<file path="config.mk">
export PLATFORM = sky130hd
export DESIGN_NAME = usb_tx_sequencer_flat
export DESIGN_NICKNAME = d
export VERILOG_FILES = /design/src/rtl/usb_tx_sequencer_pkg.sv /design/src/rtl/usb_tx_sequencer_if.sv /design/src/rtl/usb_tx_sequencer_crc16.sv /design/src/rtl/usb_tx_sequencer.sv /design/src/flat_wrapper.sv
export SDC_FILE = /design/constraint.sdc
export NUM_CORES = 1
export LEC_CHECK = 0
export BUFFER_PORTS_ARGS = -buffer_cell sky130_fd_sc_hd__buf_2
export CORE_AREA = 2 2 80 82
export DETAILED_ROUTE_END_ITERATION = 8
export DIE_AREA = 0 0 82 84
export GPL_ROUTABILITY_DRIVEN = 0
export PLACE_DENSITY = 0.79
export SETUP_SLACK_MARGIN = 0.3
export SLEW_MARGIN = 15
export SYNTH_ARGS = -nofsm -noshare
export SYNTH_HDL_FRONTEND = slang
export SYNTH_SLANG_ARGS = --single-unit
</file>
<file path="constraint.sdc">
create_clock -name clk -period 2.45 [get_ports clk]
set_input_delay 0.49 -clock clk [delete_from_list [all_inputs] [get_ports clk]]
set_output_delay 0.49 -clock clk [all_outputs]
set_load 0.02 [all_outputs]
</file>
<file path="src/rtl/usb_tx_sequencer_pkg.sv">
// Shared types and constants for the USB transmit sequencer: FSM states, PID codes, token CRC5.
package usb_tx_sequencer_pkg;

    typedef enum logic [3:0] {
        ST_IDLE,
        ST_SYNC,
        ST_PID,
        ST_TOK1,
        ST_TOK2,
        ST_DATA,
        ST_CRC_LO,
        ST_CRC_HI,
        ST_EOP,
        ST_GAP
    } state_t;

    typedef enum logic [1:0] {
        SRC_HS,
        SRC_TOK,
        SRC_DAT
    } src_t;

    localparam logic [7:0] SYNC_BYTE = 8'h80;

    localparam logic [3:0] PID_OUT   = 4'b0001;
    localparam logic [3:0] PID_IN    = 4'b1001;
    localparam logic [3:0] PID_SETUP = 4'b1101;
    localparam logic [3:0] PID_DATA0 = 4'b0011;
    localparam logic [3:0] PID_DATA1 = 4'b1011;
    localparam logic [3:0] PID_ACK   = 4'b0010;
    localparam logic [3:0] PID_NAK   = 4'b1010;
    localparam logic [3:0] PID_STALL = 4'b1110;

    // d[0] is the first bit on the wire (addr LSB); result is the inverted remainder
    function automatic logic [4:0] crc5_11b(input logic [10:0] d);
        logic [4:0] c;
        c = 5'h1F;
        for (int i = 0; i < 11; i++) begin
            if (d[i] ^ c[4]) c = {c[3:0], 1'b0} ^ 5'h05;
            else             c = {c[3:0], 1'b0};
        end
        return ~c;
    endfunction

endpackage

</file>
<file path="src/rtl/usb_tx_sequencer_if.sv">
// Source request/grant, payload FIFO head and byte-shifter handshake of the transmit sequencer.
interface usb_tx_sequencer_if;
    logic       hs_req;
    logic [3:0] hs_pid;
    logic       hs_grant;
    logic       tok_req;
    logic [3:0] tok_pid;
    logic [6:0] tok_addr;
    logic [3:0] tok_endp;
    logic       tok_grant;
    logic       dat_req;
    logic [3:0] dat_pid;
    logic [3:0] dat_len;
    logic       dat_grant;
    logic [7:0] dat_byte;
    logic       dat_pop;
    logic [7:0] tx_byte;
    logic       tx_valid;
    logic       tx_ready;
    logic       tx_eop;
    logic       tx_eop_done;
    logic       busy;
    logic       pkt_done;

    modport master (
        output hs_req, hs_pid, tok_req, tok_pid, tok_addr, tok_endp,
               dat_req, dat_pid, dat_len, dat_byte, tx_ready, tx_eop_done,
        input  hs_grant, tok_grant, dat_grant, dat_pop, tx_byte, tx_valid,
               tx_eop, busy, pkt_done
    );

    modport slave (
        input  hs_req, hs_pid, tok_req, tok_pid, tok_addr, tok_endp,
               dat_req, dat_pid, dat_len, dat_byte, tx_ready, tx_eop_done,
        output hs_grant, tok_grant, dat_grant, dat_pop, tx_byte, tx_valid,
               tx_eop, busy, pkt_done
    );
endinterface

</file>
<file path="src/rtl/usb_tx_sequencer_crc16.sv">
// Byte-wide reflected CRC16 (poly 8005h, init FFFFh); result updates one cycle after en.
// No backpressure: clear/en are taken every cycle they are asserted.
module usb_crc16_byte (
    input  logic        clk,
    input  logic        rst,
    input  logic        clear,
    input  logic        en,
    input  logic [7:0]  din,
    output logic [15:0] crc
);
    logic [15:0] crc_nxt;

    always_comb begin
        crc_nxt = crc ^ {8'h00, din};
        for (int i = 0; i < 8; i++) begin
            if (crc_nxt[0]) crc_nxt = (crc_nxt >> 1) ^ 16'hA001;
            else            crc_nxt = crc_nxt >> 1;
        end
    end

    always_ff @(posedge clk) begin
        if (rst || clear) crc <= 16'hFFFF;
        else if (en)      crc <= crc_nxt;
    end
endmodule

</file>
<file path="src/rtl/usb_tx_sequencer.sv">
// Arbitrates hs > tok > dat in IDLE and emits SYNC/PID/fields/CRC/EOP/gap; grant is combinational, SYNC next cycle.
// Each byte is held on tx_byte with tx_valid until tx_ready; EOP is held until tx_eop_done.
module usb_tx_sequencer
    import usb_tx_sequencer_pkg::*;
#(
    parameter int MAX_DATA_BYTES = 8,
    parameter int GAP_CYCLES     = 2
) (
    input  logic               clk,
    input  logic               rst,
    usb_tx_sequencer_if.slave  bus
);
    localparam logic [3:0] MAX_LEN = 4'(MAX_DATA_BYTES);
    localparam int GAP_W = (GAP_CYCLES > 0) ? $clog2(GAP_CYCLES + 1) : 1;
    localparam logic [GAP_W-1:0] GAP_LAST = GAP_W'((GAP_CYCLES > 0) ? GAP_CYCLES - 1 : 0);

    state_t           state, state_nxt;
    src_t             src;
    logic [3:0]       pid, endp, len, byte_cnt;
    logic [6:0]       addr;
    logic [GAP_W-1:0] gap_cnt;
    logic [15:0]      crc16;
    logic [4:0]       crc5;
    logic [3:0]       len_clamped;
    logic             hs_win, tok_win, dat_win;
    logic [7:0]       tx_byte;
    logic             tx_valid, tx_eop, dat_pop, pkt_done;

    assign crc5        = crc5_11b({endp, addr});
    assign len_clamped = (bus.dat_len > MAX_LEN) ? MAX_LEN : bus.dat_len;

    always_comb begin
        hs_win  = 1'b0;
        tok_win = 1'b0;
        dat_win = 1'b0;
        if (!rst && state == ST_IDLE) begin
            if (bus.hs_req)       hs_win  = 1'b1;
            else if (bus.tok_req) tok_win = 1'b1;
            else if (bus.dat_req) dat_win = 1'b1;
        end
    end

    always_ff @(posedge clk) begin
        if (rst) state <= ST_IDLE;
        else     state <= state_nxt;
    end

    always_comb begin
        state_nxt = state;
        tx_byte   = 8'h00;
        tx_valid  = 1'b0;
        tx_eop    = 1'b0;
        dat_pop   = 1'b0;
        pkt_done  = 1'b0;
        case (state)
            ST_IDLE: begin
                if (hs_win || tok_win || dat_win) state_nxt = ST_SYNC;
            end
            ST_SYNC: begin
                tx_valid = 1'b1;
                tx_byte  = SYNC_BYTE;
                if (bus.tx_ready) state_nxt = ST_PID;
            end
            ST_PID: begin
                tx_valid = 1'b1;
                tx_byte  = {~pid, pid};
                if (bus.tx_ready) begin
                    case (src)
                        SRC_HS:  state_nxt = ST_EOP;
                        SRC_TOK: state_nxt = ST_TOK1;
                        default: state_nxt = (len != 4'd0) ? ST_DATA : ST_CRC_LO;
                    endcase
                end
            end
            ST_TOK1: begin
                tx_valid = 1'b1;
                tx_byte  = {endp[0], addr};
                if (bus.tx_ready) state_nxt = ST_TOK2;
            end
            ST_TOK2: begin
                tx_valid = 1'b1;
                tx_byte  = {crc5, endp[3:1]};
                if (bus.tx_ready) state_nxt = ST_EOP;
            end
            ST_DATA: begin
                tx_valid = 1'b1;
                tx_byte  = bus.dat_byte;
                if (bus.tx_ready) begin
                    dat_pop = 1'b1;
                    if (byte_cnt == len - 4'd1) state_nxt = ST_CRC_LO;
                end
            end
            ST_CRC_LO: begin
                tx_valid = 1'b1;
                tx_byte  = ~crc16[7:0];
                if (bus.tx_ready) state_nxt = ST_CRC_HI;
            end
            ST_CRC_HI: begin
                tx_valid = 1'b1;
                tx_byte  = ~crc16[15:8];
                if (bus.tx_ready) state_nxt = ST_EOP;
            end
            ST_EOP: begin
                tx_eop = 1'b1;
                if (bus.tx_eop_done) begin
                    if (GAP_CYCLES == 0) begin
                        state_nxt = ST_IDLE;
                        pkt_done  = 1'b1;
                    end else begin
                        state_nxt = ST_GAP;
                    end
                end
            end
            ST_GAP: begin
                if (gap_cnt == GAP_LAST) begin
                    state_nxt = ST_IDLE;
                    pkt_done  = 1'b1;
                end
            end
            default: state_nxt = ST_IDLE;
        endcase
        // Outputs are forced quiet while reset is asserted, even mid-packet
        if (rst) begin
            tx_byte  = 8'h00;
            tx_valid = 1'b0;
            tx_eop   = 1'b0;
            dat_pop  = 1'b0;
            pkt_done = 1'b0;
        end
    end

    always_ff @(posedge clk) begin
        if (rst) begin
            src      <= SRC_HS;
            pid      <= 4'h0;
            addr     <= 7'h00;
            endp     <= 4'h0;
            len      <= 4'h0;
            byte_cnt <= 4'h0;
            gap_cnt  <= '0;
        end else begin
            if (hs_win) begin
                src <= SRC_HS;
                pid <= bus.hs_pid;
            end else if (tok_win) begin
                src  <= SRC_TOK;
                pid  <= bus.tok_pid;
                addr <= bus.tok_addr;
                endp <= bus.tok_endp;
            end else if (dat_win) begin
                src <= SRC_DAT;
                pid <= bus.dat_pid;
                len <= len_clamped;
            end
            if (state == ST_PID) byte_cnt <= 4'h0;
            else if (dat_pop)    byte_cnt <= byte_cnt + 4'd1;
            if (state == ST_EOP)      gap_cnt <= '0;
            else if (state == ST_GAP) gap_cnt <= gap_cnt + 1'b1;
        end
    end

    usb_crc16_byte u_crc16 (
        .clk   (clk),
        .rst   (rst),
        .clear (state == ST_PID),
        .en    (dat_pop),
        .din   (bus.dat_byte),
        .crc   (crc16)
    );

    assign bus.tx_byte   = tx_byte;
    assign bus.tx_valid  = tx_valid;
    assign bus.tx_eop    = tx_eop;
    assign bus.dat_pop   = dat_pop;
    assign bus.pkt_done  = pkt_done;
    assign bus.hs_grant  = hs_win;
    assign bus.tok_grant = tok_win;
    assign bus.dat_grant = dat_win;
    assign bus.busy      = !rst && (state != ST_IDLE);
endmodule

</file>
<file path="src/flat_wrapper.sv">
// flat-port wrapper written by rule: the top's interface ports become plain ports
module usb_tx_sequencer_flat import usb_tx_sequencer_pkg::*;
#(
    parameter int MAX_DATA_BYTES = 8,
    parameter int GAP_CYCLES     = 2
)
  (clk, rst, bus_hs_req, bus_hs_pid, bus_tok_req, bus_tok_pid, bus_tok_addr, bus_tok_endp, bus_dat_req, bus_dat_pid, bus_dat_len, bus_dat_byte, bus_tx_ready, bus_tx_eop_done, bus_hs_grant, bus_tok_grant, bus_dat_grant, bus_dat_pop, bus_tx_byte, bus_tx_valid, bus_tx_eop, bus_busy, bus_pkt_done);
  usb_tx_sequencer_if bus_i ();
  input  logic clk;
  input  logic rst;
  input wire logic [$bits(bus_i.hs_req)-1:0] bus_hs_req;
  input wire logic [$bits(bus_i.hs_pid)-1:0] bus_hs_pid;
  input wire logic [$bits(bus_i.tok_req)-1:0] bus_tok_req;
  input wire logic [$bits(bus_i.tok_pid)-1:0] bus_tok_pid;
  input wire logic [$bits(bus_i.tok_addr)-1:0] bus_tok_addr;
  input wire logic [$bits(bus_i.tok_endp)-1:0] bus_tok_endp;
  input wire logic [$bits(bus_i.dat_req)-1:0] bus_dat_req;
  input wire logic [$bits(bus_i.dat_pid)-1:0] bus_dat_pid;
  input wire logic [$bits(bus_i.dat_len)-1:0] bus_dat_len;
  input wire logic [$bits(bus_i.dat_byte)-1:0] bus_dat_byte;
  input wire logic [$bits(bus_i.tx_ready)-1:0] bus_tx_ready;
  input wire logic [$bits(bus_i.tx_eop_done)-1:0] bus_tx_eop_done;
  output wire logic [$bits(bus_i.hs_grant)-1:0] bus_hs_grant;
  output wire logic [$bits(bus_i.tok_grant)-1:0] bus_tok_grant;
  output wire logic [$bits(bus_i.dat_grant)-1:0] bus_dat_grant;
  output wire logic [$bits(bus_i.dat_pop)-1:0] bus_dat_pop;
  output wire logic [$bits(bus_i.tx_byte)-1:0] bus_tx_byte;
  output wire logic [$bits(bus_i.tx_valid)-1:0] bus_tx_valid;
  output wire logic [$bits(bus_i.tx_eop)-1:0] bus_tx_eop;
  output wire logic [$bits(bus_i.busy)-1:0] bus_busy;
  output wire logic [$bits(bus_i.pkt_done)-1:0] bus_pkt_done;
  assign bus_i.hs_req = bus_hs_req;
  assign bus_i.hs_pid = bus_hs_pid;
  assign bus_i.tok_req = bus_tok_req;
  assign bus_i.tok_pid = bus_tok_pid;
  assign bus_i.tok_addr = bus_tok_addr;
  assign bus_i.tok_endp = bus_tok_endp;
  assign bus_i.dat_req = bus_dat_req;
  assign bus_i.dat_pid = bus_dat_pid;
  assign bus_i.dat_len = bus_dat_len;
  assign bus_i.dat_byte = bus_dat_byte;
  assign bus_i.tx_ready = bus_tx_ready;
  assign bus_i.tx_eop_done = bus_tx_eop_done;
  assign bus_hs_grant = bus_i.hs_grant;
  assign bus_tok_grant = bus_i.tok_grant;
  assign bus_dat_grant = bus_i.dat_grant;
  assign bus_dat_pop = bus_i.dat_pop;
  assign bus_tx_byte = bus_i.tx_byte;
  assign bus_tx_valid = bus_i.tx_valid;
  assign bus_tx_eop = bus_i.tx_eop;
  assign bus_busy = bus_i.busy;
  assign bus_pkt_done = bus_i.pkt_done;
  usb_tx_sequencer #(.MAX_DATA_BYTES(MAX_DATA_BYTES), .GAP_CYCLES(GAP_CYCLES)) u_core (.clk(clk), .rst(rst), .bus(bus_i));
endmodule
</file>
==> results of run 1 <==
[synth_stat cells, types with 8 or more instances]
cell	number
nor2_1	50
inv_1	11
xnor2_1	34
o211ai_1	12
nor3_1	8
xor2_1	9
nand2_1	42
a21oi_1	24
o21ai_0	14
mux2i_1	21
dfxtp_1	47
clkbuf_1	17
[per-layer routing]
layer  track usage  up-vias  wire, µm
met4         0.135        0       418
met5             0        -         0
met1         0.336     1466      3700
li1              -     1443         -
met2         0.423      196      4750
met3        0.0433       38       749
[worst max-delay path, stage by stage, from the launching register on]
cell and delay, ps:
dfxtp_2 340, xnor3_2 470, xnor2_4 170, xnor2_2 260, xnor2_2 160, a2bb2oi_2 70
nor2_2 110, buf_6 130
[metrics by stage]
stage	power [µW]	hold slack (ps)	utilization	instances	TNS, ps
6_report	3020	407	0.668	529	-143
5_1_grt	3130	416	0.668	529	-389
4_1_cts	2740	412	0.626	518	-59.1
2_1_floorplan	1560	456	-	365	0
3_3_place_gp	1810	467	0.556	495	0
3_5_place_dp	1830	484	0.556	495	0
[sequential cells by signal, indices dropped and copies added (netlist names)]
signal	flops
u_core.gap_cnt	2
u_core.pid	4
u_core.src	2
u_core.state	4
u_core.len	4
u_core.u_crc16.crc	16
u_core.endp	4
u_core.addr	7
u_core.byte_cnt	4
[cells by family (layout without fill, tap and decap cells)]
group,after synthesis,count (layout),synth area share
AND/OR/NAND/NOR,138,139,0.222
AO/OA/AOI/OAI,74,74,0.167
flip-flops,47,47,0.319
XOR/XNOR,46,46,0.151
buffers and inverters,35,121,0.0492
multiplexers,22,22,0.0789
adder cells (fa/ha/maj),3,3,0.0127
[power groups by stage]
| stage | combinational, µW | clock [µW] | sequential [µW] |
|---|---|---|---|
| after floorplan | 693 | 0 | 870 |
| after global routing | 1480 | 731 | 914 |
| after CTS | 1140 | 699 | 902 |
| after detailed placement | 906 | 0 | 924 |
| final | 1410 | 700 | 913 |
| after global placement | 893 | 0 | 919 |
[worst paths after layout]
kind                                         to  depth (start not counted)  slack [ps]
worst max-delay path             bus_tx_byte[3]                          7         -60
worst min register to register    u_core.len[1]                          2         480
worst min-delay path             u_core.endp[0]                          3         410
worst max register to register  u_core.state[0]                          7         190
[area by class of cell]
type | instances | area, µm²
multi-input cells | 284 | 2110
fillers | 440 | 2020
flip-flops and latches | 47 | 961
repair buffers | 100 | 718
well taps | 77 | 96.3
clock buffers | 5 | 68.8
clock inverters | 3 | 67.6
inverters | 13 | 50.0
[what timing repair did]
item | CTS | global route
buffers inserted | 15 | 10
pin swaps | 18 | 20
endpoints found under the setup margin | 16 | 16
cloned | 0 | 1
resized for setup | 55 | 36
==> run summary, run 1 <==
Outcome -> finished with violations
Violated checks -> setup timing
PD cells -> 742 mW/mm²
CTS sink count -> 47
Post-detail-place hpwl -> 5810 µm
Psw -> 1140 µW
GRT Total Usage -> 0.264
Rows -> 29
Synth Register Bits -> 47
Post-Route WL -> 9620 µm
Worst slack, placed -> 145 ps
DRC -> 0
Worst setup SP type -> register
Skew-Pair Late Insertion Delay -> 310 ps
CP required -> 1960 ps
Vias per cell -> 5.94
Min cycle time layout -> 2510 ps
Number of DRC markers in iteration 0 -> 317
Unique masters post-synth -> 53
Final slew viol count -> 0
CP Launch Point -> u_core.addr[0]
DP Area -> 0.00339 mm²
Fin crit share -> 1.03
Slew headroom -> 0.649
DRT Pass-1 Iters -> 5
Seq/Total Area, Yosys -> 0.319
Final net count -> 496
Syn Inst Count -> 365
Max IR drop VDD -> 0.450 mV
RR Startpoint -> u_core.state[0]
Antenna violations before repair -> 0
CTS tree -> done
Most common cell after layout, fill and taps aside -> buf_2
Slew @ Worst Pin -> 527 ps
Clock share of power -> 0.232
Most frequent cells in the layout -> buf_2 (45), nor2_1 (41), nand2_1 (39), buf_4 (37), dfxtp_1 (37)
Design Area, Final -> 0.00407 mm²
Setup violators final -> 3
Hold buffer count at CTS -> 0
CTS root buffer -> clkbuf_8
P_int -> 1880 µW
Top cell type's share of synthesized area -> 0.319
RSZ-0062 raised after global routing -> true
First-pass GRT wire length -> 14100 µm
Num CTS Buffers -> 5
Area contributors post-synth -> dfxtp_1 (32%), xnor2_1 (10%), mux2i_1 (7.1%)
Post-route ant nets -> 0
Worst hold path class -> in -> reg
Lkg Pwr -> 0.00172 µW
Area Overhead vs Synth -> 38.1%
Highest clock rate -> 0.398 GHz
IO buf count -> 57
Setup Skew -> 7.52 ps
DR WL/cell -> 18.2 µm
Post-Syn Nets -> 410
Die width -> 82 µm
Dominant synthesized flop cell -> dfxtp_1
Critical Path AT -> 2020 ps
Setup WS post-layout -> -63.4 ps
Fin. Hold Viols -> 0
Initial core utilization -> 0.484
Net Sw Frac -> 0.376
Comb pwr share -> 0.466
FFs w/ async S/R, synth -> 0
Reg clk slew, reported paths -> 90 ps
Post-synth EDFFs -> 0
Htree depth -> 2
CP endpoint kind -> output port
Core area -> 0.00610 mm²
Share of cells above drive strength 1 -> 0.369
Mapped cell area -> 0.00295 mm²
Max cap viols -> 0
Yosys warns -> 0
# IOs -> 58
Largest net degree at the start of global routing -> 26
Crit path kind -> reg -> out
Hold Startpoint -> bus_tok_endp[0]
Die Y -> 84 µm
GRT overflow -> 0
Crit-path max FO -> 2
CTS max path bufs -> 2
Vias in the first global route -> 2897
Antenna cells -> 0
Post-synth top area cell -> dfxtp_1
Syn avg cell area -> 8.08 µm²
Seq pwr share -> 0.302
Via count -> 3143
Die Outline Area -> 0.00689 mm²
Note: power is estimated with default switching activity, not from simulation.
==> run 2, diff against run 1 <==
Settings changed: CORE_AREA 2 2 80 82 to 2 2 99 101, DIE_AREA 0 0 82 84 to 0 0 101 103, PLACE_DENSITY 0.79 to 0.58, TNS_END_PERCENT set to 1.
==> run summary, run 2 (synthesis gave the netlist of run 1 again) <==
Final slew viol count -> 0 (unchanged)
GRT met3 Usage -> 0.0251 (was 0.0433)
Htree depth -> 2 (unchanged)
Die Outline Area -> 0.0104 mm² (was 0.00689 mm²)
Slew @ Worst Pin -> 472 ps (was 527 ps)
CTS root buffer -> clkbuf_8 (unchanged)
RSZ-0062 raised after global routing -> true (unchanged)
Post-route ant nets -> 0 (unchanged)
Skew-Pair Late Insertion Delay -> 290 ps (was 310 ps)
Post-Route WL -> 8010 µm (was 9620 µm)
Setup violators final -> 2 (was 3)
Fin crit share -> 1.02 (was 1.03)
Core area -> 0.00946 mm² (was 0.00610 mm²)
Largest register by flop count -> u_core.u_crc16.crc (unchanged)
DP Cell Count -> 533 (was 495)
# IOs -> 58 (unchanged)
Largest register FFs -> 16 (unchanged)
Met2 Resource Use GR -> 0.267 (was 0.423)
Highest clock rate -> 0.401 GHz (was 0.398 GHz)
CP required -> 1960 ps (about the same)
GRT overflow -> 0 (unchanged)
Post-detail-place hpwl -> 6110 µm (was 5810 µm)
Reg clk slew, reported paths -> 90 ps (about the same)
Setup Skew -> 7.86 ps (was 7.52 ps)
Via count -> 2727 (was 3143)
Final net count -> 472 (was 496)
Vias in the first global route -> 2523 (was 2897)
Rows -> 36 (was 29)
Largest net degree at the start of global routing -> 32 (was 26)
CTS sink count -> 47 (unchanged)
Fin. Hold Viols -> 0 (unchanged)
Outcome -> finished with violations (unchanged)
Vias per cell -> 5.03 (was 5.94)
Lkg Pwr -> 0.00156 µW (was 0.00172 µW)
Worst hold path class -> in -> reg (unchanged)
Initial core utilization -> 0.312 (was 0.484)
Most frequent cells in the layout -> buf_2 (46), nor2_1 (43), nand2_1 (39), dfxtp_1 (39), xnor2_1 (29) (was buf_2 (45), nor2_1 (41), nand2_1 (39), buf_4 (37), dfxtp_1 (37))
Number of DRC markers in iteration 0 -> 134 (was 317)
DR WL/cell -> 14.8 µm (was 18.2 µm)
Crit path kind -> reg -> out (unchanged)
Crit-path max FO -> 2 (unchanged)
Antenna violations before repair -> 0 (unchanged)
CP endpoint kind -> output port (unchanged)
Antenna cells -> 0 (unchanged)
Num CTS Buffers -> 5 (unchanged)
Die Y -> 103 µm (was 84 µm)
Worst slack, placed -> 137 ps (was 145 ps)
Met1 usage -> 0.204 (was 0.336)
Crit-path slowest cell -> xnor3_2 (unchanged)
CTS tree -> done (unchanged)
Global routing's busiest layer -> met2 (unchanged)
PD cells -> 668 mW/mm² (was 742 mW/mm²)
Min cycle time layout -> 2500 ps (was 2510 ps)
CP max stage delay -> 470 ps (about the same)
Die width -> 101 µm (was 82 µm)
Worst setup SP type -> register (unchanged)
Violated checks -> setup timing (unchanged)
Post-route insts no fill -> 542 (was 529)
First-pass GRT wire length -> 12700 µm (was 14100 µm)
CTS max path bufs -> 2 (unchanged)
IO buf count -> 57 (unchanged)
Max cap viols -> 0 (unchanged)
Crit-path cells -> xnor3_2 > xnor2_4 > xnor2_2 > xnor2_1 > a21oi_1 > nor2_2 > buf_6 (was xnor3_2 > xnor2_4 > xnor2_2 > xnor2_2 > a2bb2oi_2 > nor2_2 > buf_6)
Max IR drop VDD -> 0.268 mV (was 0.450 mV)
Delay-heaviest family, CP -> XOR/XNOR gates (unchanged)
DRT Pass-1 Iters -> 4 (was 5)
Largest regs -> u_core.u_crc16.crc (16), u_core.addr (7) (unchanged)
Most common cell after layout, fill and taps aside -> buf_2 (unchanged)
Slew headroom -> 0.684 (was 0.649)
Setup WS post-layout -> -45.9 ps (was -63.4 ps)
Area Overhead vs Synth -> 29.3% (was 38.1%)
Critical Path AT -> 2010 ps (was 2020 ps)
Buffers & Inverters on Critical Path -> 1 (unchanged)
DRC -> 0 (unchanged)
Share of cells above drive strength 1 -> 0.306 (was 0.369)
GRT Total Usage -> 0.157 (was 0.264)
run 2: cell type report:
class | count | area, µm²
flip-flops and latches | 47 | 958
clock inverters | 2 | 35.0
well taps | 114 | 143
multi-input cells | 283 | 2040
repair buffers | 77 | 499
clock buffers | 6 | 82.6
fillers | 975 | 5650
inverters | 13 | 50.0
run 2: where the power goes:
part,internal (µW),switching [µW]
Clock,330,258
Combinational,473,606
Sequential,821,56.0
Total,1620,920
run 2: worst reg2reg max path, cell delays in order, from the launching register on:
cell and delay (ps):
dfxtp_4 380, inv_2 50, ha_4 170, xnor2_4 140, xnor2_2 150, o41ai_4 380
nand3_2 180, or4_4 550, a21oi_2 140
run 2: worst paths after layout:
kind / depth (start not counted) / slack, ps / to / startpoint
hold reg to reg: 2 / 490 / u_core.len[1] / u_core.len[1]
hold / removal: 3 / 430 / u_core.addr[5] / bus_tok_addr[5]
setup / recovery: 7 / -50 / bus_tx_byte[5] / u_core.addr[0]
setup reg to reg: 8 / 240 / u_core.state[2] / u_core.len[0]
run 2: metrics by stage:
stage          area [µm²]  power, µW  hold WS [ps]  utilization  setup TNS, ps
2_1_floorplan        2950       1550           456            -              0
5_1_grt              3810       2710           432        0.403           -469
6_report             3810       2550           430        0.403          -72.9
3_3_place_gp         3440       1830           470        0.364              0
3_5_place_dp         3440       1840           478        0.364              0
4_1_cts              3700       2530           421        0.391           -149
run 2: layer usage:
layer,vias up,share of wire
li1,1388,-
met1,1275,0.46
met2,58,0.49
met3,6,0.034
met4,0,0.013
met5,-,0
run 2: repair_timing:
| action | 4_1_cts | 5_1_grt |
|---|---|---|
| setup endpoints to repair | 15 | 17 |
| hold buffers | 0 | 0 |
| setup buffers | 1 | 0 |
| pin swaps | 18 | 26 |
| gates cloned | 0 | 0 |
| resized for setup | 39 | 26 |
==> run 3, diff against run 2 <==
Settings changed: ABC_AREA set to 1, CORE_AREA 2 2 99 101 to 2 2 100 102, DIE_AREA 0 0 101 103 to 0 0 102 104, PLACE_DENSITY 0.58 to 0.57.
==> run summary, run 3 <==
Outcome -> complete, no violations (was finished with violations)
Largest register FFs -> 16 (unchanged)
WHS Path Cells -> 3 (unchanged)
Hold Startpoint -> bus_tok_endp[1] (was bus_tok_addr[5])
DP Area -> 0.00340 mm² (was 0.00344 mm²)
Initial core utilization -> 0.312 (about the same)
Vias per cell -> 4.74 (was 5.03)
First-pass GRT wire length -> 14400 µm (was 12700 µm)
Vias in the first global route -> 3023 (was 2523)
Post-Route WL -> 8660 µm (was 8010 µm)
Largest regs -> u_core.u_crc16.crc (16), u_core.addr (7) (unchanged)
Seq/Total Area, Yosys -> 0.316 (was 0.319)
Final net count -> 561 (was 472)
Post-synth top area cell -> dfxtp_1 (unchanged)
Setup Skew -> 8.79 ps (was 7.86 ps)
Antenna cells -> 0 (unchanged)
Endpoint, Worst Hold -> u_core.endp[1] (was u_core.addr[5])
Mapped cell area -> 0.00298 mm² (was 0.00295 mm²)
Most numerous cell in the Yosys netlist -> nand2_1 (was nor2_1)
Highest clock rate -> 0.435 GHz (was 0.401 GHz)
Reg clk slew, reported paths -> 90 ps (about the same)
Design Area, Final -> 0.00375 mm² (was 0.00381 mm²)
Core area -> 0.00955 mm² (was 0.00946 mm²)
Synth Register Bits -> 47 (unchanged)
Min cycle time layout -> 2300 ps (was 2500 ps)
Slew @ Worst Pin -> 421 ps (was 472 ps)
GRT overflow -> 0 (unchanged)
Setup violators final -> 0 (was 2)
Syn avg cell area -> 6.59 µm² (was 8.08 µm²)
Share of cells above drive strength 1 -> 0.246 (was 0.306)
Rows -> 36 (unchanged)
Area Overhead vs Synth -> 26.1% (was 29.3%)
Die width -> 102 µm (was 101 µm)
PD cells -> 722 mW/mm² (was 668 mW/mm²)
Top cell type's share of synthesized area -> 0.316 (was 0.319)
Number of DRC markers in iteration 0 -> 138 (was 134)
IO buf count -> 57 (unchanged)
CTS tree -> done (unchanged)
Largest register by flop count -> u_core.u_crc16.crc (unchanged)
Slew headroom -> 0.717 (was 0.684)
Worst hold slack -> 417 ps (was 430 ps)
Final setup TNS -> 0 ps (was -72.9 ps)
Via count -> 3074 (was 2727)
Crit-path max FO -> 4 (was 2)
Hold buffer count at CTS -> 0 (unchanged)
Register area -> 963 µm² (was 958 µm²)
Yosys warns -> 0 (unchanged)
Worst setup SP type -> register (unchanged)
DR WL/cell -> 13.3 µm (was 14.8 µm)
Crit path kind -> reg -> out (unchanged)
Htree depth -> 2 (unchanged)
Die Outline Area -> 0.0106 mm² (was 0.0104 mm²)
Reg2reg end -> u_core.state[0] (was u_core.state[2])
FFs w/ async S/R, synth -> 0 (unchanged)
Post-route ant nets -> 0 (unchanged)
DRT Pass-1 Iters -> 4 (unchanged)
Post-Syn Nets -> 497 (was 410)
Most common cell after layout, fill and taps aside -> nand2_1 (was buf_2)
CP endpoint kind -> output port (unchanged)
Worst hold path class -> in -> reg (unchanged)
Syn Inst Count -> 452 (was 365)
Dominant synthesized flop cell -> dfxtp_1 (unchanged)
GRT Total Usage -> 0.169 (was 0.157)
Post-detail-place hpwl -> 6740 µm (was 6110 µm)
Fin. Hold Viols -> 0 (unchanged)
Die Y -> 104 µm (was 103 µm)
Most frequent cells in the layout -> nand2_1 (128), inv_1 (52), buf_2 (52), a21oi_1 (39), dfxtp_1 (35) (was buf_2 (46), nor2_1 (43), nand2_1 (39), dfxtp_1 (39), xnor2_1 (29))
Worst R2R Setup Slack -> 590 ps (was 240 ps)
Post-synth EDFFs -> 0 (unchanged)
# IOs -> 58 (unchanged)
CTS max path bufs -> 2 (unchanged)
Reg2reg path depth -> 11 (was 8)
Largest net degree at the start of global routing -> 20 (was 32)
Fin crit share -> 0.937 (was 1.02)
CP Launch Point -> u_core.state[1] (was u_core.addr[0])
DRC -> 0 (unchanged)
Max IR drop VDD -> 0.310 mV (was 0.268 mV)
Num CTS Buffers -> 5 (unchanged)
Antenna violations before repair -> 0 (unchanged)
CP required -> 1960 ps (about the same)
Lkg Pwr -> 0.00172 µW (was 0.00156 µW)
Final slew viol count -> 0 (unchanged)
RSZ-0062 raised after global routing -> true (unchanged)
Max cap viols -> 0 (unchanged)
Synth top cells by count -> nand2_1 (134), inv_1 (54), dfxtp_1 (47) (was nor2_1 (50), dfxtp_1 (47), nand2_1 (42))
CTS root buffer -> clkbuf_8 (unchanged)
Critical Path AT -> 1810 ps (was 2010 ps)
RR Startpoint -> u_core.state[0] (was u_core.len[0])
Unique masters post-synth -> 40 (was 53)
Fill cell count -> 1060 (was 975)
CTS sink count -> 47 (unchanged)
Multi-input logic area -> 0.00190 mm² (was 0.00204 mm²)
Area contributors post-synth -> dfxtp_1 (32%), nand2_1 (17%), a21oi_1 (7.1%) (was dfxtp_1 (32%), xnor2_1 (10%), mux2i_1 (7.1%))
Skew-Pair Late Insertion Delay -> 300 ps (was 290 ps)
==> run 3: kinds of logic (layout without fill, tap and decap cells) <==
group / after synthesis / count (layout) / synth area share
simple gates: 209 / 209 / 0.308
compound gates: 98 / 98 / 0.192
buf+inv: 70 / 134 / 0.0987
flops: 47 / 47 / 0.316
xor+xnor: 25 / 25 / 0.0735
fa+ha+maj: 3 / 3 / 0.0126
==> run 3: through the flow <==
step | worst slack (ps) | utilization | total power (µW) | cells
floorplan | 413 | - | 1720 | 452
global placement | 174 | 0.356 | 1980 | 636
detailed placement | 231 | 0.356 | 1990 | 636
CTS | 217 | 0.392 | 2700 | 648
global route | 114 | 0.393 | 2910 | 649
finish | 153 | 0.393 | 2710 | 649
==> run 3: worst max-delay path, cell delays in order (launching register included) <==
cell       delay [ps]
dfxtp_2           380
inv_1              70
nand2_2            70
inv_1              60
nand2_4           100
inv_4              50
nand2_1            50
o21ai_1            70
a2111oi_2         390
a21oi_2           100
buf_4             170
==> run 3: worst max path at each step <==
stage / slack, ps / depth (start not counted) / to
2_1_floorplan: 410 / 6 / bus_tx_byte[6]
5_1_grt: 110 / 8 / bus_tx_byte[6]
3_5_place_dp: 230 / 10 / bus_tx_byte[6]
3_3_place_gp: 170 / 6 / bus_tx_byte[6]
6_report: 150 / 10 / bus_tx_byte[6]
4_1_cts: 220 / 9 / bus_tx_byte[1]
==> run 3: power by group <==
group	switching (µW)	internal, µW
clock	263	300
sequential	115	858
combinational	732	443
total	1110	1600
==> run 3: repair_timing <==
action,4_1_cts,5_1_grt
endpoints found under the setup margin,12,14
pin swaps,11,3
gates resized for setup,54,1
hold endpoints to repair,0,0
setup buffers,5,1
==> run 3: routing by layer <==
layer,up-vias,track usage,part of all wire
met5,-,0,0
met4,0,0.0552,0.018
met3,13,0.0242,0.047
met2,88,0.293,0.48
met1,1374,0.213,0.45
li1,1599,-,-
==> run 3: layout make-up <==
| class | count | share of cell area |
|---|---|---|
| timing repair buffer | 67 | 0.103 |
| clock inverter | 1 | 0.00800 |
| clock buffer | 6 | 0.0193 |
| tap | 133 | 0.0443 |
| multi-input combinational | 335 | 0.506 |
| inverter | 60 | 0.0627 |
| sequential | 47 | 0.257 |
